<file path="src/rtl/hazard_controller_pkg.sv">
// Shared types for the pipeline hazard controller: forwarding selects
// and the multiply/divide unit busy-state encoding.
package hazard_controller_pkg;

  // Operand source chosen by the forwarding muxes in execute.
  typedef enum logic [1:0] {
    FWD_REG = 2'd0,
    FWD_WB  = 2'd1,
    FWD_MEM = 2'd2
  } fwd_sel_t;

  // Multiply/divide unit occupancy.
  typedef enum logic {
    MDU_IDLE = 1'b0,
    MDU_BUSY = 1'b1
  } mdu_state_t;

endpackage

</file>
<file path="src/rtl/hazard_controller_forward_unit.sv">
// Address-compare forwarding selector for one source operand.
// The memory-stage path can be disabled with m_fwd_ok (decode stage cannot
// take a load result) and the writeback path disabled via w_rf_we.
module forward_unit
  import hazard_controller_pkg::*;
#(
  parameter int RF_AW = 5
) (
  input  logic [RF_AW-1:0] src,
  input  logic [RF_AW-1:0] m_rf_wa,
  input  logic             m_rf_we,
  input  logic             m_fwd_ok,
  input  logic [RF_AW-1:0] w_rf_wa,
  input  logic             w_rf_we,
  output fwd_sel_t         sel
);

  logic src_nz_s;

  assign src_nz_s = (src != {RF_AW{1'b0}});

  // Pick the youngest producer of src; register $0 is never forwarded.
  always_comb begin
    sel = FWD_REG;
    if (src_nz_s && m_rf_we && m_fwd_ok && (src == m_rf_wa)) begin
      sel = FWD_MEM;
    end else if (src_nz_s && w_rf_we && (src == w_rf_wa)) begin
      sel = FWD_WB;
    end else begin
      sel = FWD_REG;
    end
  end

endmodule

</file>
<file path="src/rtl/hazard_controller.sv">
// Pipeline sequencer for the 5-stage core: stall/flush generation,
// operand forwarding selects, MDU busy tracking and stall perf counters.
module hazard_controller
  import hazard_controller_pkg::*;
#(
  parameter int RF_AW       = 5,
  parameter int MDU_LATENCY = 8,
  parameter int CNT_W       = 32
) (
  input  logic             clock,
  input  logic             reset,
  input  logic [RF_AW-1:0] d_rs,
  input  logic [RF_AW-1:0] d_rt,
  input  logic             d_branch,
  input  logic             d_mdu_use,
  input  logic [RF_AW-1:0] e_rs,
  input  logic [RF_AW-1:0] e_rt,
  input  logic [RF_AW-1:0] e_rf_wa,
  input  logic             e_rf_we,
  input  logic             e_is_load,
  input  logic             e_mdu_start,
  input  logic [RF_AW-1:0] m_rf_wa,
  input  logic             m_rf_we,
  input  logic             m_is_load,
  input  logic [RF_AW-1:0] w_rf_wa,
  input  logic             w_rf_we,
  input  logic             perf_clear,
  output logic             stall_f,
  output logic             stall_d,
  output logic             flush_e,
  output fwd_sel_t         fwd_a_e,
  output fwd_sel_t         fwd_b_e,
  output logic             fwd_a_d,
  output logic             fwd_b_d,
  output logic             mdu_busy,
  output logic [CNT_W-1:0] stall_cycles,
  output logic [CNT_W-1:0] lu_stalls
);

  localparam logic [7:0]       MDU_LOAD = 8'(MDU_LATENCY - 1);
  localparam logic [CNT_W-1:0] CNT_MAX  = {CNT_W{1'b1}};
  localparam logic [CNT_W-1:0] CNT_ONE  = {{(CNT_W-1){1'b0}}, 1'b1};
  localparam logic [RF_AW-1:0] REG_ZERO = {RF_AW{1'b0}};

  mdu_state_t state_r;
  mdu_state_t state_nxt_s;
  logic [7:0] cnt_r;
  logic [7:0] cnt_nxt_s;

  logic     lu_stall_s;
  logic     br_stall_s;
  logic     mdu_stall_s;
  logic     stall_s;
  logic     e_hits_d_s;
  logic     m_hits_d_s;
  fwd_sel_t sel_a_d_s;
  fwd_sel_t sel_b_d_s;

  // Execute-stage ALU operand forwarding.
  forward_unit #(.RF_AW(RF_AW)) u_fwd_a_e (
    .src(e_rs), .m_rf_wa(m_rf_wa), .m_rf_we(m_rf_we), .m_fwd_ok(1'b1),
    .w_rf_wa(w_rf_wa), .w_rf_we(w_rf_we), .sel(fwd_a_e)
  );
  forward_unit #(.RF_AW(RF_AW)) u_fwd_b_e (
    .src(e_rt), .m_rf_wa(m_rf_wa), .m_rf_we(m_rf_we), .m_fwd_ok(1'b1),
    .w_rf_wa(w_rf_wa), .w_rf_we(w_rf_we), .sel(fwd_b_e)
  );

  // Decode-stage branch compare only takes a non-load ALU result from memory.
  forward_unit #(.RF_AW(RF_AW)) u_fwd_a_d (
    .src(d_rs), .m_rf_wa(m_rf_wa), .m_rf_we(m_rf_we), .m_fwd_ok(!m_is_load),
    .w_rf_wa(w_rf_wa), .w_rf_we(1'b0), .sel(sel_a_d_s)
  );
  forward_unit #(.RF_AW(RF_AW)) u_fwd_b_d (
    .src(d_rt), .m_rf_wa(m_rf_wa), .m_rf_we(m_rf_we), .m_fwd_ok(!m_is_load),
    .w_rf_wa(w_rf_wa), .w_rf_we(1'b0), .sel(sel_b_d_s)
  );

  assign fwd_a_d = (sel_a_d_s == FWD_MEM);
  assign fwd_b_d = (sel_b_d_s == FWD_MEM);

  assign e_hits_d_s = (e_rf_wa != REG_ZERO) && ((e_rf_wa == d_rs) || (e_rf_wa == d_rt));
  assign m_hits_d_s = (m_rf_wa != REG_ZERO) && ((m_rf_wa == d_rs) || (m_rf_wa == d_rt));

  assign lu_stall_s  = e_is_load && e_rf_we && e_hits_d_s;
  assign br_stall_s  = d_branch && ((e_rf_we && e_hits_d_s) || (m_is_load && m_hits_d_s));
  assign mdu_stall_s = d_mdu_use && ((state_r == MDU_BUSY) || e_mdu_start);
  assign stall_s     = lu_stall_s || br_stall_s || mdu_stall_s;

  assign stall_f  = stall_s;
  assign stall_d  = stall_s;
  assign flush_e  = stall_s;
  assign mdu_busy = (state_r == MDU_BUSY);

  // MDU busy FSM state and countdown register.
  always_ff @(posedge clock or posedge reset) begin
    if (reset) begin
      state_r <= MDU_IDLE;
      cnt_r   <= 8'd0;
    end else begin
      state_r <= state_nxt_s;
      cnt_r   <= cnt_nxt_s;
    end
  end

  // MDU next state: load the latency on start, count down while busy;
  // a start seen while busy is ignored.
  always_comb begin
    state_nxt_s = state_r;
    cnt_nxt_s   = cnt_r;
    case (state_r)
      MDU_IDLE: begin
        if (e_mdu_start) begin
          state_nxt_s = MDU_BUSY;
          cnt_nxt_s   = MDU_LOAD;
        end else begin
          state_nxt_s = MDU_IDLE;
          cnt_nxt_s   = 8'd0;
        end
      end
      MDU_BUSY: begin
        if (cnt_r == 8'd0) begin
          state_nxt_s = MDU_IDLE;
          cnt_nxt_s   = 8'd0;
        end else begin
          state_nxt_s = MDU_BUSY;
          cnt_nxt_s   = cnt_r - 8'd1;
        end
      end
      default: begin
        state_nxt_s = MDU_IDLE;
        cnt_nxt_s   = 8'd0;
      end
    endcase
  end

  // Saturating stall performance counters; clear beats increment.
  always_ff @(posedge clock or posedge reset) begin
    if (reset) begin
      stall_cycles <= {CNT_W{1'b0}};
      lu_stalls    <= {CNT_W{1'b0}};
    end else if (perf_clear) begin
      stall_cycles <= {CNT_W{1'b0}};
      lu_stalls    <= {CNT_W{1'b0}};
    end else begin
      if (stall_s && (stall_cycles != CNT_MAX)) begin
        stall_cycles <= stall_cycles + CNT_ONE;
      end
      if (lu_stall_s && (lu_stalls != CNT_MAX)) begin
        lu_stalls <= lu_stalls + CNT_ONE;
      end
    end
  end

endmodule

</file>
<file path="config.mk">
export PLATFORM = sky130hd
export DESIGN_NAME = hazard_controller
export DESIGN_NICKNAME = d
export VERILOG_FILES = /design/src/rtl/hazard_controller_pkg.sv /design/src/rtl/hazard_controller_forward_unit.sv /design/src/rtl/hazard_controller.sv
export SDC_FILE = /design/constraint.sdc
export NUM_CORES = 1
export LEC_CHECK = 0
export ABC_AREA = 1
export BUFFER_PORTS_ARGS = -buffer_cell sky130_fd_sc_hd__clkbuf_2
export CORE_MARGIN = 2
export CORE_UTILIZATION = 30
export DETAILED_ROUTE_END_ITERATION = 12
export PLACE_DENSITY = 0.59
export SYNTH_ARGS = -nofsm -noshare
export SYNTH_HDL_FRONTEND = slang
export SYNTH_SLANG_ARGS = --single-unit
</file>
<file path="constraint.sdc">
create_clock -name clock -period 3.73 [get_ports clock]
set_input_delay 0.5595 -clock clock [delete_from_list [all_inputs] [get_ports clock]]
set_output_delay 0.5595 -clock clock [all_outputs]
set_load 0.005 [all_outputs]
</file>
**Word level (Yosys, flattened, before mapping)**

Cells that the tools add are included.

- Bits in registers: 73
- Bits of input ports: 46

- Add/sub/neg operators: 3
- Equality and inequality tests: 14
- Muxes and demuxes: 16
- Bitwise logic cells: 1
- Reduce and logical (&&, ||, !) cells: 40

Operator list:

| operator | count |
|---|---|
| $mux 32 | 4 |
| $add 32x1->32 const B | 2 |
| $ne 32x32->1 const B | 2 |
| $eq 5x5->1 | 10 |
| $reduce_bool 5->1 | 6 |
| $logic_and 1x1->1 | 24 |
| $pmux 8 s2 | 1 |
| $logic_not 8->1 | 1 |
| $mux 2 | 4 |
| $mux 8 | 1 |
| $sub 8x1->8 const B | 1 |
| $logic_or 1x1->1 | 6 |
| $eq 2x2->1 const B | 2 |
| $mux 1 | 4 |
| $reduce_bool 2->1 | 2 |
| $mux 3 | 1 |
| $pmux 1 s2 | 1 |
| $logic_not 1->1 | 1 |
| $not 1->1 | 1 |

**Depth between registers and ports, before layout**

- Word-level depth: 11
- Mapped depth: 15

**Cells and area by module**

Synthesis repeated with hierarchy kept, for this count alone.

- Cell total of the unflattened synthesis: 1059
- Area, all modules: 6458.7 um2

Modules (own cells, without submodules):

| module | times used | cells an instance | area each (um2) |
|---|---|---|---|
| hazard_controller | 1 | 819 | 5407.7 |
| forward_unit | 4 | 60 | 262.8 |

**Worst setup path before layout**

OpenSTA, ideal clock, no wires.

- Kind: input port to output port
- Start: input m_rf_wa[0]
- End: output stall_d
- Arrival time: 1673 ps
- Data required time: 3171 ps
- Slack: 1497 ps
- Cell stages on the path: 13
- Buffers on the path: 3
- Cell sequence: buf_2 inv_1 nand2_1 nand2_1 nor2_1 nand3_1 nand2_1 nand2_1 nand2_1 nand2_1 nand2_2 buf_2 buf_4

- Longest elaborated chain between the ends: 8
- Elaborated cells on any way between the ends: 10

RTL lines:

| element | RTL line | RTL |
|---|---|---|
| from (decl) | hazard_controller.sv:22 | `input logic [RF_AW-1:0] m_rf_wa,` |
| $eq 5x5->1 | hazard_controller.sv:83 | `assign m_hits_d_s = (m_rf_wa != REG_ZERO) && ((m_rf_wa == d_rs) \|\| (m_rf_wa == d_rt));` |
| $logic_or 1x1->1 | hazard_controller.sv:83 |  |
| $logic_and 1x1->1 * | hazard_controller.sv:83 |  |
| $logic_and 1x1->1 * | hazard_controller.sv:86 | `assign br_stall_s = d_branch && ((e_rf_we && e_hits_d_s) \|\| (m_is_load && m_hits_d_s));` |
| $logic_or 1x1->1 * | hazard_controller.sv:86 |  |
| $logic_and 1x1->1 * | hazard_controller.sv:86 |  |
| $logic_or 1x1->1 * (2 in series) | hazard_controller.sv:88 | `assign stall_s = lu_stall_s \|\| br_stall_s \|\| mdu_stall_s;` |
| to (decl) | hazard_controller.sv:29 | `output logic stall_d,` |

Mark *: on every way between the ends. The rest lies on a longest branch, timed or not.

**Final worst setup path**

- Start: register lu_stalls[1]
- End: register lu_stalls[8]

- Longest elaborated chain between the ends: 3
- Elaborated cells on any way between the ends: 6

RTL lines:

| element | RTL line | RTL |
|---|---|---|
| from (decl) | hazard_controller.sv:37 | `output logic [CNT_W-1:0] lu_stalls` |
| from (signal assigned) | hazard_controller.sv:141 | `lu_stalls <= {CNT_W{1'b0}};` |
| from (signal assigned) | hazard_controller.sv:144 | `lu_stalls <= {CNT_W{1'b0}};` |
| from (signal assigned) | hazard_controller.sv:150 | `lu_stalls <= lu_stalls + CNT_ONE;` |
| $add 32x1->32 / $ne 32x32->1 (equally long branches) | hazard_controller.sv:150, hazard_controller.sv:149 |  |
| $mux 32 / $logic_and 1x1->1 (equally long branches) | hazard_controller.sv:149 | `if (lu_stall_s && (lu_stalls != CNT_MAX)) begin` |
| $mux 32 / $reduce_bool 2->1 (equally long branches) | -- |  |

Several ways; a longest one is shown, not always the timed one. The select of a mux whose other input is x is not followed.
A chain may end at the register's enable or synchronous reset.

==> results.ini <==
[grt]
antenna_found_initial=0
grt_max_degree=73
grt_pass1_wl_mm=26.6
grt_pass1_vias=5213
grt.total_usage_pct=16.3
overflow=0

[synthesis]
syn_nets=901
synth_area_sq_um=5630
ys_async_sr_fraction_pct=100
ys_seq_elements=73
syn_area_per_cell_sq_um=6.61
synth_edf_count=0
yosysWarningCount=0
synthFlopType=dfrtp_1
yosysSeqAreaShare_pct=32.5
syn_inst=851
synth_cell_type_count=40

[floorplanning]
start_util_pct=30.3
dieArea_sq_um=19900
die_y_microns=141
io-pin-count=120
rows=50
die_x_microns=141
core_area_sq_um=18600

[detailed_routing]
drt.antenna.violating_nets=0
viasPerCell=4.79
vias=5724
first_pass_iters=7
routed_wl_mm=16.1
route.detailed.drc=0
drt-initial-drc-count=311
wl_per_cell_microns=13.5

[critical_path]
cp.arrival_ns=2.76
crit_path_max_fanout=22
critPathLaunchType=flop
criticalPathCategory=flop to flop
reg2reg_slack_ns=1.18
cp-end-kind=flop
crit_required_ns=3.95

[power_and_ir_drop]
powerDensity_nw_per_um2=323
irDropWorstVdd_uv=207
p_leak_nw=3.40

[layout]
num_antenna_cells=0
nets=1006
nFillCells=2014
area_delta_synth_final_pct=18.5
design_area_sq_um=6670
drive_gt1_share_pct=16.9

[sta]
setup_viol=0
period_minus_slack_ns=2.55
finalCritPeriodShare_pct=68.3
final_max_slew_viol_count=0
fin_skew_ns=0.00854
fmax_ghz=0.393
slew_headroom_pct=33.5
tns_ns=0
final-hold-violation-count=0
rsz0062_at_grt=no
final.setup.worst_slack_ns=1.18
tightest_slew_ns=0.998

[hold_path]
hold_path.class=primary input to async pin

[placement]
place_area_sq_um=6380
dp_slack_ns=1.13
portBuffers=119
dpl.hpwl_mm=12.4
place_congestion=0.961

[clocking]
cts_hold_buf=0
clock-root-buffer=clkbuf_16
cts_buffers=9
clockBufferDepth=2
clkLatencyLatePin_ns=0.34
cts_tree=yes
clk_pin_slew_ns=0.06
h-tree-depth=3
clock-sinks=73
cts-resized-gates=0
cts_setup_buffers=0

[outcome]
status=complete, no violations

[flow_run]
maxCapViolations=0

metrics by stage:
stage	utilization (%)	std cells	hold WS (ns)	power (mW)
4_1_cts	35.9	1195	0.455	2.18
2_1_floorplan	-	851	0.440	1.19
6_report	35.9	1195	0.392	2.15
5_1_grt	35.9	1195	0.475	2.27
3_3_place_gp	34.4	1179	0.464	1.30
3_5_place_dp	34.4	1179	0.464	1.31
synthesized netlist by cell type, types with 5 or more instances:
library cell / count / area [sq um]
xnor2_1: 23 / 201
buf_1: 5 / 18.8
nand2_1: 265 / 995
o31ai_1: 7 / 52.6
o21ai_0: 17 / 85.1
nand4_1: 50 / 313
inv_1: 99 / 372
nand3_1: 54 / 270
nor3_1: 33 / 165
inv_2: 5 / 18.8
xor2_1: 43 / 377
nor2_1: 108 / 405
nand3_2: 8 / 80.1
buf_2: 14 / 70.1
dfrtp_1: 73 / 1830
path summary, 6_finish.rpt:
kind	cells past startpoint	end	start
max	11	lu_stalls[8]	lu_stalls[1]
min	2	cnt_r[0]	reset
max reg2reg	11	lu_stalls[8]	lu_stalls[1]
min reg2reg	1	cnt_r[0]	cnt_r[0]
max in group asynchronous	3	lu_stalls[27]	reset
min in group clock	1	cnt_r[0]	cnt_r[0]
layer usage:
metal  global-route usage, %  share of wire [%]  vias up
li1                        -                  -     2940
met1                    23.5                 49     2599
met2                    24.9                 44      166
met3                    2.41                5.7       19
met4                    5.79                1.8        0
met5                       0                  0        -
cell type report:
cell class                 instances  area (sq um)  area share, %
sequential                        73          1830           27.4
timing repair buffer             124           633           9.49
inverter                         104           392           5.87
multi-input combinational        644          3240           48.5
tap                              234           293           4.39
clock inverter                     6          58.8          0.882
clock buffer                      10           229           3.43
cells by family after synthesis:
logic type | after synthesis | share of synthesized area [%]
XOR/XNOR | 66 | 10.3
AO/OA/AOI/OAI | 36 | 4.00
adder cells (fa/ha/maj) | 4 | 0.890
flip-flops | 73 | 32.5
AND/OR/NAND/NOR | 538 | 42.4
buffers and inverters | 134 | 9.98
placed cells by master (no fill, tap or decap), types with 2 or more instances in the layout:
cell type | netlist | layout
nand2_1 | 265 | 265
clkbuf_2 | 0 | 119
nor2_1 | 108 | 108
inv_1 | 99 | 98
dfrtp_1 | 73 | 73
nand3_1 | 54 | 54
nand4_1 | 50 | 50
xor2_1 | 43 | 43
nor3_1 | 33 | 33
xnor2_1 | 23 | 23
o21ai_0 | 17 | 17
clkbuf_16 | 0 | 9
nand3_2 | 8 | 8
o31ai_1 | 7 | 7
inv_2 | 5 | 5
clkinv_2 | 0 | 5
buf_4 | 4 | 5
nor4_1 | 4 | 4
ha_1 | 4 | 4
a211oi_1 | 3 | 3
or2_2 | 3 | 3
nor3b_1 | 3 | 3
o21ai_1 | 2 | 2
and3_1 | 2 | 2
a221oi_1 | 2 | 2
critical path, cell delays in order, from the launching register on:
cell and delay [ns]:
dfrtp_1 0.41, ha_1 0.23, nand2_1 0.08, nor2_1 0.17
nand2_1 0.14, nor2_1 0.19, nand2_1 0.08, nand4_1 0.38
nand2_1 0.23, inv_2 0.35, nand2_1 0.09, o31ai_1 0.09
power breakdown:
| group | switching, mW | internal [mW] |
|---|---|---|
| Sequential | 0.0394 | 0.840 |
| Clock | 0.351 | 0.515 |
| Combinational | 0.269 | 0.141 |
state kept, by name, indices dropped and copies added (netlist names):
register / flops
lu_stalls: 32
stall_cycles: 32
cnt_r: 8
mdu_busy: 1
(Power assumes the default switching activity.)
